<file path="src/rtl/mac_seq_pkg.sv">
// Shared types and default sizing for the MAC sample sequencer.
package mac_seq_pkg;

    // Sequencer states
    typedef enum logic [1:0] {
        StIdle = 2'd0,
        StLoad = 2'd1,
        StRun  = 2'd2,
        StHold = 2'd3
    } state_e;

    localparam int unsigned DEF_DATA_W  = 8;
    localparam int unsigned DEF_ADDR_W  = 8;
    localparam int unsigned DEF_DEPTH   = 3;
    localparam logic [31:0] DEF_TIMEOUT = 32'h0300_0000;

endpackage

</file>
<file path="src/rtl/mac_seq_loader_if.sv">
// Bundle of sample stream, engine write/run port, result stream and status
// signals between the host and the MAC sequencer.
interface mac_seq_loader_if
    import mac_seq_pkg::*;
#(
    parameter int unsigned DATA_W = DEF_DATA_W,
    parameter int unsigned ADDR_W = DEF_ADDR_W
);
    logic              start;
    logic              s_valid;
    logic              s_ready;
    logic [DATA_W-1:0] s_data;
    logic [ADDR_W-1:0] mac_index;
    logic [DATA_W-1:0] mac_data;
    logic              mac_we;
    logic              mac_run;
    logic              mac_done;
    logic [DATA_W-1:0] mac_result;
    logic              r_valid;
    logic              r_ready;
    logic [DATA_W-1:0] r_data;
    logic              busy;
    logic              timeout_err;

    // Host / engine side: drives stimulus, observes the sequencer
    modport master (
        output start, s_valid, s_data, mac_done, mac_result, r_ready,
        input  s_ready, mac_index, mac_data, mac_we, mac_run, r_valid, r_data, busy,
        input  timeout_err
    );

    // Sequencer side
    modport slave (
        input  start, s_valid, s_data, mac_done, mac_result, r_ready,
        output s_ready, mac_index, mac_data, mac_we, mac_run, r_valid, r_data, busy,
        output timeout_err
    );
endinterface

</file>
<file path="src/rtl/mac_seq_loader.sv">
// Host-side sequencer for the MAC engine: loads DEPTH samples into the engine
// RAM, runs the engine until done, then presents the result.
// Optional watchdog on the RUN phase is enabled by defining MAC_SEQ_WATCHDOG_EN.
module mac_seq_loader
    import mac_seq_pkg::*;
#(
    parameter int unsigned DATA_W  = DEF_DATA_W,
    parameter int unsigned ADDR_W  = DEF_ADDR_W,
    parameter int unsigned DEPTH   = DEF_DEPTH,
    parameter logic [31:0] TIMEOUT = DEF_TIMEOUT
) (
    input logic             clk,
    input logic             rst,
    mac_seq_loader_if.slave bus
);
    // Counter wraps modulo 2**ADDR_W, so DEPTH == 2**ADDR_W ends on the all-ones index
    localparam logic [ADDR_W-1:0] LastIdx = ADDR_W'(DEPTH - 1);

    state_e            r_state;
    logic [ADDR_W-1:0] r_count;
    logic [ADDR_W-1:0] r_mac_index;
    logic [DATA_W-1:0] r_mac_data;
    logic              r_mac_we;
    logic              r_mac_run;
    logic              r_r_valid;
    logic [DATA_W-1:0] r_r_data;
    logic              r_timeout_err;
`ifdef MAC_SEQ_WATCHDOG_EN
    logic [31:0]       r_wd_cnt;
`else
    logic              w_unused_timeout;
`endif

    // Sequencer FSM with all engine/result outputs registered
    always_ff @(posedge clk) begin
        if (rst) begin
            r_state       <= StIdle;
            r_count       <= '0;
            r_mac_index   <= '0;
            r_mac_data    <= '0;
            r_mac_we      <= 1'b0;
            r_mac_run     <= 1'b0;
            r_r_valid     <= 1'b0;
            r_r_data      <= '0;
            r_timeout_err <= 1'b0;
`ifdef MAC_SEQ_WATCHDOG_EN
            r_wd_cnt      <= '0;
`endif
        end else begin
            r_mac_we <= 1'b0;
            unique case (r_state)
                StIdle: begin
                    if (bus.start) begin
                        r_state       <= StLoad;
                        r_count       <= '0;
                        r_timeout_err <= 1'b0;
                    end
                end
                StLoad: begin
                    // s_ready is high throughout LOAD, so s_valid alone is the handshake
                    if (bus.s_valid) begin
                        r_mac_we    <= 1'b1;
                        r_mac_index <= r_count;
                        r_mac_data  <= bus.s_data;
                        r_count     <= r_count + 1'b1;
                        if (r_count == LastIdx) begin
                            r_state   <= StRun;
                            r_mac_run <= 1'b1;
`ifdef MAC_SEQ_WATCHDOG_EN
                            r_wd_cnt  <= '0;
`endif
                        end
                    end
                end
                StRun: begin
                    // done takes priority over a coincident timeout
                    if (bus.mac_done) begin
                        r_r_data  <= bus.mac_result;
                        r_r_valid <= 1'b1;
                        r_mac_run <= 1'b0;
                        r_state   <= StHold;
                    end
`ifdef MAC_SEQ_WATCHDOG_EN
                    else if (r_wd_cnt == TIMEOUT - 32'd1) begin
                        r_timeout_err <= 1'b1;
                        r_mac_run     <= 1'b0;
                        r_state       <= StIdle;
                    end else begin
                        r_wd_cnt <= r_wd_cnt + 32'd1;
                    end
`endif
                end
                StHold: begin
                    if (bus.r_ready) begin
                        r_r_valid <= 1'b0;
                        r_state   <= StIdle;
                    end
                end
                default: r_state <= StIdle;
            endcase
        end
    end

`ifndef MAC_SEQ_WATCHDOG_EN
    assign w_unused_timeout = ^TIMEOUT;
`endif

    // s_ready falls on the edge that accepts the last sample since state leaves LOAD
    assign bus.s_ready     = (r_state == StLoad);
    assign bus.busy        = (r_state != StIdle);
    assign bus.mac_index   = r_mac_index;
    assign bus.mac_data    = r_mac_data;
    assign bus.mac_we      = r_mac_we;
    assign bus.mac_run     = r_mac_run;
    assign bus.r_valid     = r_r_valid;
    assign bus.r_data      = r_r_data;
    assign bus.timeout_err = r_timeout_err;

endmodule

</file>
<file path="src/flat_wrapper.sv">
// flat-port wrapper written by rule: the top's interface ports become plain ports
module mac_seq_loader_flat import mac_seq_pkg::*;
#(
    parameter int unsigned DATA_W  = DEF_DATA_W,
    parameter int unsigned ADDR_W  = DEF_ADDR_W,
    parameter int unsigned DEPTH   = DEF_DEPTH,
    parameter logic [31:0] TIMEOUT = DEF_TIMEOUT
)
  (clk, rst, bus_start, bus_s_valid, bus_s_data, bus_mac_done, bus_mac_result, bus_r_ready, bus_s_ready, bus_mac_index, bus_mac_data, bus_mac_we, bus_mac_run, bus_r_valid, bus_r_data, bus_busy, bus_timeout_err);
  mac_seq_loader_if #(.DATA_W(DATA_W), .ADDR_W(ADDR_W)) bus_i ();
  input logic clk;
  input logic rst;
  input wire logic [$bits(bus_i.start)-1:0] bus_start;
  input wire logic [$bits(bus_i.s_valid)-1:0] bus_s_valid;
  input wire logic [$bits(bus_i.s_data)-1:0] bus_s_data;
  input wire logic [$bits(bus_i.mac_done)-1:0] bus_mac_done;
  input wire logic [$bits(bus_i.mac_result)-1:0] bus_mac_result;
  input wire logic [$bits(bus_i.r_ready)-1:0] bus_r_ready;
  output wire logic [$bits(bus_i.s_ready)-1:0] bus_s_ready;
  output wire logic [$bits(bus_i.mac_index)-1:0] bus_mac_index;
  output wire logic [$bits(bus_i.mac_data)-1:0] bus_mac_data;
  output wire logic [$bits(bus_i.mac_we)-1:0] bus_mac_we;
  output wire logic [$bits(bus_i.mac_run)-1:0] bus_mac_run;
  output wire logic [$bits(bus_i.r_valid)-1:0] bus_r_valid;
  output wire logic [$bits(bus_i.r_data)-1:0] bus_r_data;
  output wire logic [$bits(bus_i.busy)-1:0] bus_busy;
  output wire logic [$bits(bus_i.timeout_err)-1:0] bus_timeout_err;
  assign bus_i.start = bus_start;
  assign bus_i.s_valid = bus_s_valid;
  assign bus_i.s_data = bus_s_data;
  assign bus_i.mac_done = bus_mac_done;
  assign bus_i.mac_result = bus_mac_result;
  assign bus_i.r_ready = bus_r_ready;
  assign bus_s_ready = bus_i.s_ready;
  assign bus_mac_index = bus_i.mac_index;
  assign bus_mac_data = bus_i.mac_data;
  assign bus_mac_we = bus_i.mac_we;
  assign bus_mac_run = bus_i.mac_run;
  assign bus_r_valid = bus_i.r_valid;
  assign bus_r_data = bus_i.r_data;
  assign bus_busy = bus_i.busy;
  assign bus_timeout_err = bus_i.timeout_err;
  mac_seq_loader #(.DATA_W(DATA_W), .ADDR_W(ADDR_W), .DEPTH(DEPTH), .TIMEOUT(TIMEOUT)) u_core (.clk(clk), .rst(rst), .bus(bus_i));
endmodule
</file>
<file path="config.mk">
export PLATFORM = sky130hd
export DESIGN_NAME = mac_seq_loader_flat
export DESIGN_NICKNAME = d
export VERILOG_FILES = /design/src/rtl/mac_seq_pkg.sv /design/src/rtl/mac_seq_loader_if.sv /design/src/rtl/mac_seq_loader.sv /design/src/flat_wrapper.sv
export SDC_FILE = /design/constraint.sdc
export NUM_CORES = 1
export LEC_CHECK = 0
export ABC_CLOCK_PERIOD_IN_PS = 2310
export CAP_MARGIN = 20
export CORE_AREA = 8 8 70 72
export DETAILED_ROUTE_END_ITERATION = 6
export DIE_AREA = 0 0 78 80
export GPL_TIMING_DRIVEN = 0
export PLACE_DENSITY = 0.87
export RECOVER_POWER = 50
export SLEW_MARGIN = 5
export SYNTH_ARGS = -nofsm -noshare
export SYNTH_HDL_FRONTEND = slang
export SYNTH_SLANG_ARGS = --single-unit
</file>
<file path="constraint.sdc">
create_clock -name clk -period 2.31 [get_ports clk]
set_clock_uncertainty 0.2 [all_clocks]
set_input_delay 0.3465 -clock clk [delete_from_list [all_inputs] [get_ports clk]]
set_output_delay 0.3465 -clock clk [all_outputs]
set_load 0.03 [all_outputs]
</file>
**Word level (Yosys, flattened, before mapping)**

Index checks and enable logic that the tools add are counted.

- Register bits after elaboration: 37
- Bits of input ports: 22

- Add/sub/neg operators: 1
- Equal/unequal tests: 9
- Mux-type cells: 17
- Bitwise logic cells: 1
- Reduce and logical (&&, ||, !) cells: 12

Operator list:

| cell | number |
|---|---|
| $mux 8 | 2 |
| $pmux 8 s2 | 1 |
| $mux 2 | 5 |
| $add 8x1->8 const B | 1 |
| $eq 8x2->1 const B | 1 |
| $ne 2x2->1 const B | 4 |
| $pmux 2 s4 | 1 |
| $reduce_bool 2->1 | 4 |
| $mux 1 | 6 |
| $reduce_and 3->1 | 2 |
| $reduce_and 5->1 | 1 |
| $eq 2x2->1 const B | 2 |
| $pmux 1 s2 | 2 |
| $reduce_and 2->1 | 2 |
| $reduce_and 4->1 | 1 |
| $eq 2x1->1 const B | 1 |
| $logic_not 2->1 | 1 |
| $ne 2x1->1 const B | 1 |
| $reduce_or 2->1 | 1 |
| $not 1->1 | 1 |

**Logic depth before layout (Yosys ltp)**

- Depth after elaboration: 4
- Depth in mapped cells: 8

**Least setup slack after synthesis**

OpenSTA, ideal clock, no wires.

- Path type: register -> register
- From: register u_core.r_state[1]
- To: register u_core.r_count[7]
- Library setup time: 0.121 ns
- Arrival time: 1.630 ns
- Slack: 0.360 ns
- Stages on the path, launching flop included: 8
- Clock period less this slack: 1.950 ns
- Cell sequence: dfxtp_1 inv_1 ha_1 buf_2 o211a_1 nand4_1 nor2_1 mux2_2

- Cells in the longest elaborated chain, start to end: 3
- Elaborated cells between the ends (all ways): 7
- Classes of those cells: eq/ne: 3; mux: 1; reduce/logical: 3

Ends and longest elaborated chain:

| element | RTL line | source |
|---|---|---|
| start: declaration | mac_seq_loader.sv:19 | `state_e r_state;` |
| start signal: assignment | mac_seq_loader.sv:37 | `r_state <= StIdle;` |
| start signal: assignment | mac_seq_loader.sv:54 | `r_state <= StLoad;` |
| start signal: assignment | mac_seq_loader.sv:67 | `r_state <= StRun;` |
| $eq 2x1->1 (*) | - |  |
| named net bus_s_ready | flat_wrapper.sv:19 | `output wire logic [$bits(bus_i.s_ready)-1:0] bus_s_ready;` |
| $ne 2x2->1 (no line) / $reduce_bool 2->1 (equally long branches) | - |  |
| $reduce_and 3->1 (no line) | - |  |
| end signal: assignment | mac_seq_loader.sv:65 | `r_count <= r_count + 1'b1;` |
| end: declaration | mac_seq_loader.sv:20 | `logic [ADDR_W-1:0] r_count;` |

The timed path passes the listed nets; every way through them passes the cells marked *.
A chain may end at the register's enable or synchronous reset.

**Worst setup path after layout**

- From: register u_core.r_state[0]
- To: output bus_busy

- Cells in the longest elaborated chain, start to end: 1

Ends and longest elaborated chain:

| element | RTL line | source |
|---|---|---|
| $reduce_bool 2->1 | mac_seq_loader.sv:110 | `assign bus.busy = (r_state != StIdle);` |
| end: declaration | flat_wrapper.sv:26 | `output wire logic [$bits(bus_i.busy)-1:0] bus_busy;` |

No other way between the ends.

==> results by group <==
Floorplanning
  – Die ar.: 6240 sq um
  – Die Ht: 80 um
  – Die X: 78 um
  – Initial core utilization: 42.96%
  – Core area: 3856 sq um
  – Top-level I/O count: 52
  – # rows: 23

Layout
  – Layout cell share with drive strength beyond 1: 8.077%
  – Fin util: 60.38%
  – Seq. cell area: 740.7 sq um
  – # nets final: 287
  – Most frequent cells in the layout: nand2_1, dfxtp_1, clkdlybuf4s50_1
  – Cell area after layout: 2328 sq um
  – Fill cell count: 355
  – Multi-input logic area: 823.3 sq um
  – Commonest non-fill, non-tap cell in the layout: nand2_1
  – Finished Layout Cells: 310
  – Diode count: 0
  – Syn-to-layout area delta: 40.56%

Global route
  – Largest net degree at the start of global routing: 13
  – First-pass GRT wire length: 6879 um
  – Remaining Overflow, GRT: 0
  – Initial antenna violation count: 0
  – GRT Overall Usage: 13.54%
  – Vias in the first global route: 1482

Synthesis
  – Simple-gate share of the synthesized area: 25.08%
  – Post-Synth Adder-Cell Area: 4.532%
  – Post-synthesis mux area share: 1.964%
  – Largest family of logic cells by synthesized area: simple AND/OR/NAND/NOR gates
  – Synth Area in Compound Gates: 15.26%
  – Post-synthesis sequential area ratio: 44.71%
  – Yosys reg bits: 37
  – Total number of yosys warnings: 0
  – Synth Instances: 203
  – XOR/XNOR share of the synthesized area: 2.644%
  – Post-synth EDFFs: 0
  – Synth Area per Inst: 8.161 sq um
  – Netlist Area Pre-Place: 1657 sq um
  – Ys async rst share: 0%
  – Unique masters post-synth: 39
  – Main synth FF type: dfxtp_1
  – Mapped Nets: 231

Drt
  – Routed WL: 4216 um
  – DR vias: 1564
  – Detailed Route Iter0 Violations: 81
  – Antenna-violating nets left: 0
  – DRT Pass-1 Iters: 4
  – # DRC: 0
  – DR WL/cell: 13.60 um
  – Vias per inst: 5.045

Worst hold path
  – Min-Delay Path Class: input pin to flop

Place
  – Post-Place Setup Slack: 0.08909 ns
  – HPWL reported at the end of detailed placement: 3136 um
  – Placed instance area: 2210 sq um
  – I/O Buffers: 49
  – RePlAce Congestion: 0.7982
  – Dpl cells: 302

Timing
  – Hold slack final: 0.2458 ns
  – Unrepaired setup endpoints after global routing: no
  – Final setup fails: 0
  – F_max: 0.4711 GHz
  – TNS Setup: 0 ns
  – Final Hold Fails: 0
  – Post-layout min period: 2.123 ns
  – Final period utilization: 91.89%
  – Fin. max-slew vios: 0
  – Worst Setup Slack, final: 0.1874 ns

CTS
  – Inserted Clock Buffers: 5
  – CTS H-tree depth: 2
  – CTS max path bufs: 2
  – Root buf cell: clkbuf_8
  – Clock latency on the worst-skew pair: 0.29 ns
  – Worst-path clk slew: 0.07 ns
  – Clock sink total: 37
  – CTS Hold Buffers Added: 0
  – CTS tree: done

Power
  – VDD IR-drop max: 0.4234 mV
  – Tot Pwr: 2.011 mW
  – Pwr/cell area: 863.5 nW/um^2
  – Static leakage: 0.8908 nW

Critical path
  – Critical path launch point type: flop
  – CP max FO: 6
  – CP most frequent cell: inv_1
  – WP data arrival: 1.58 ns
  – Max stage delay cell, worst path: dlygate4sd2_1
  – CP max stage delay: 0.40 ns
  – Worst R2R Setup Slack: 0.23 ns
  – CP Class: flop to output pin
  – Crit. End Element: output pin
  – CP cell instances: inv_1 > ha_1 > inv_1 > dlygate4sd2_1
  – CP required: 1.76 ns

Run status
  – Run status: completed

Run
  – Max-cap viol count: 0
-- cells by family (layout without fill, tap and decap cells) --
| group | Yosys count | count (layout) |
|---|---|---|
| AND/OR/NAND/NOR | 91 | 91 |
| AO/OA/AOI/OAI | 40 | 40 |
| flip-flops | 37 | 37 |
| buffers and inverters | 20 | 77 |
| adder cells (fa/ha/maj) | 6 | 6 |
| XOR/XNOR | 5 | 5 |
| multiplexers | 3 | 3 |
| other | 1 | 1 |
-- layout make-up --
type | instances | share of cell area, %
inverters | 8 | 1.290
well taps | 50 | 2.687
clock inverters | 2 | 1.612
repair buffers | 49 | 21.01
plain buffers | 12 | 2.687
multi-input cells | 146 | 35.36
clock buffers | 6 | 3.546
flip-flops and latches | 37 | 31.81
-- synth_stat cells, drive strengths merged, types with 2 or more instances --
library cell  instances  area share [%]
ha                    6             4.5
inv                   8             1.8
clkbuf                6             1.4
nand2b                6             2.4
nor2                 14             3.2
nand3                10             3.0
nand2                48              11
buf                   6             2.4
dfxtp                37              45
and2                  2            0.76
xor2                  4             2.1
nand4                 5             1.9
mux2                  2             1.4
a21oi                29             9.0
-- path summary, 6_finish.rpt --
check,depth (start not counted),startpoint,to
min,3,bus_s_valid,u_core.bus.mac_run
max reg2reg,7,u_core.r_state[1],u_core.bus.mac_index[6]
max,4,u_core.r_state[0],bus_busy
min reg2reg,2,u_core.bus.r_data[3],u_core.bus.r_data[3]
-- report_power, final --
part / total (mW) / internal, mW / switching, mW
clock network: 0.586 / 0.351 / 0.235
registers: 0.735 / 0.695 / 0.0403
logic: 0.690 / 0.257 / 0.433
-- worst max-delay path, delay by kind of cell, from the launching register on --
kind                     cells  cell delay (ns)
buffers and inverters        3             0.61
flip-flops                   1             0.39
adder cells (fa/ha/maj)      1             0.28
-- registers in the layout, summed over array words and instances (netlist names) --
signal / cells
u_core.bus.r_valid: 1
u_core.bus.mac_data: 8
u_core.r_count: 8
u_core.bus.r_data: 8
u_core.bus.mac_run: 1
u_core.bus.mac_index: 8
u_core.r_state: 2
u_core.bus.mac_we: 1
-- routing by layer --
metal  up-vias  routed length (um)  part of all wire [%]  GRT usage (%)
met1       730                1777                    42          15.17
met5         -                   0                     0              0
met2        36                2118                    50          22.89
met4         0                  54                   1.3          4.444
met3         6                 267                   6.3          5.518
li1        792                   -                     -              -
-- repair_timing --
item | 4_1_cts | 5_1_grt
setup endpoints to repair | 1 | 0
endpoints found under the hold margin | 0 | 0
setup buffers | 0 | 0
resized for setup | 1 | 0
No activity file was read; power rests on OpenSTA's default activity.
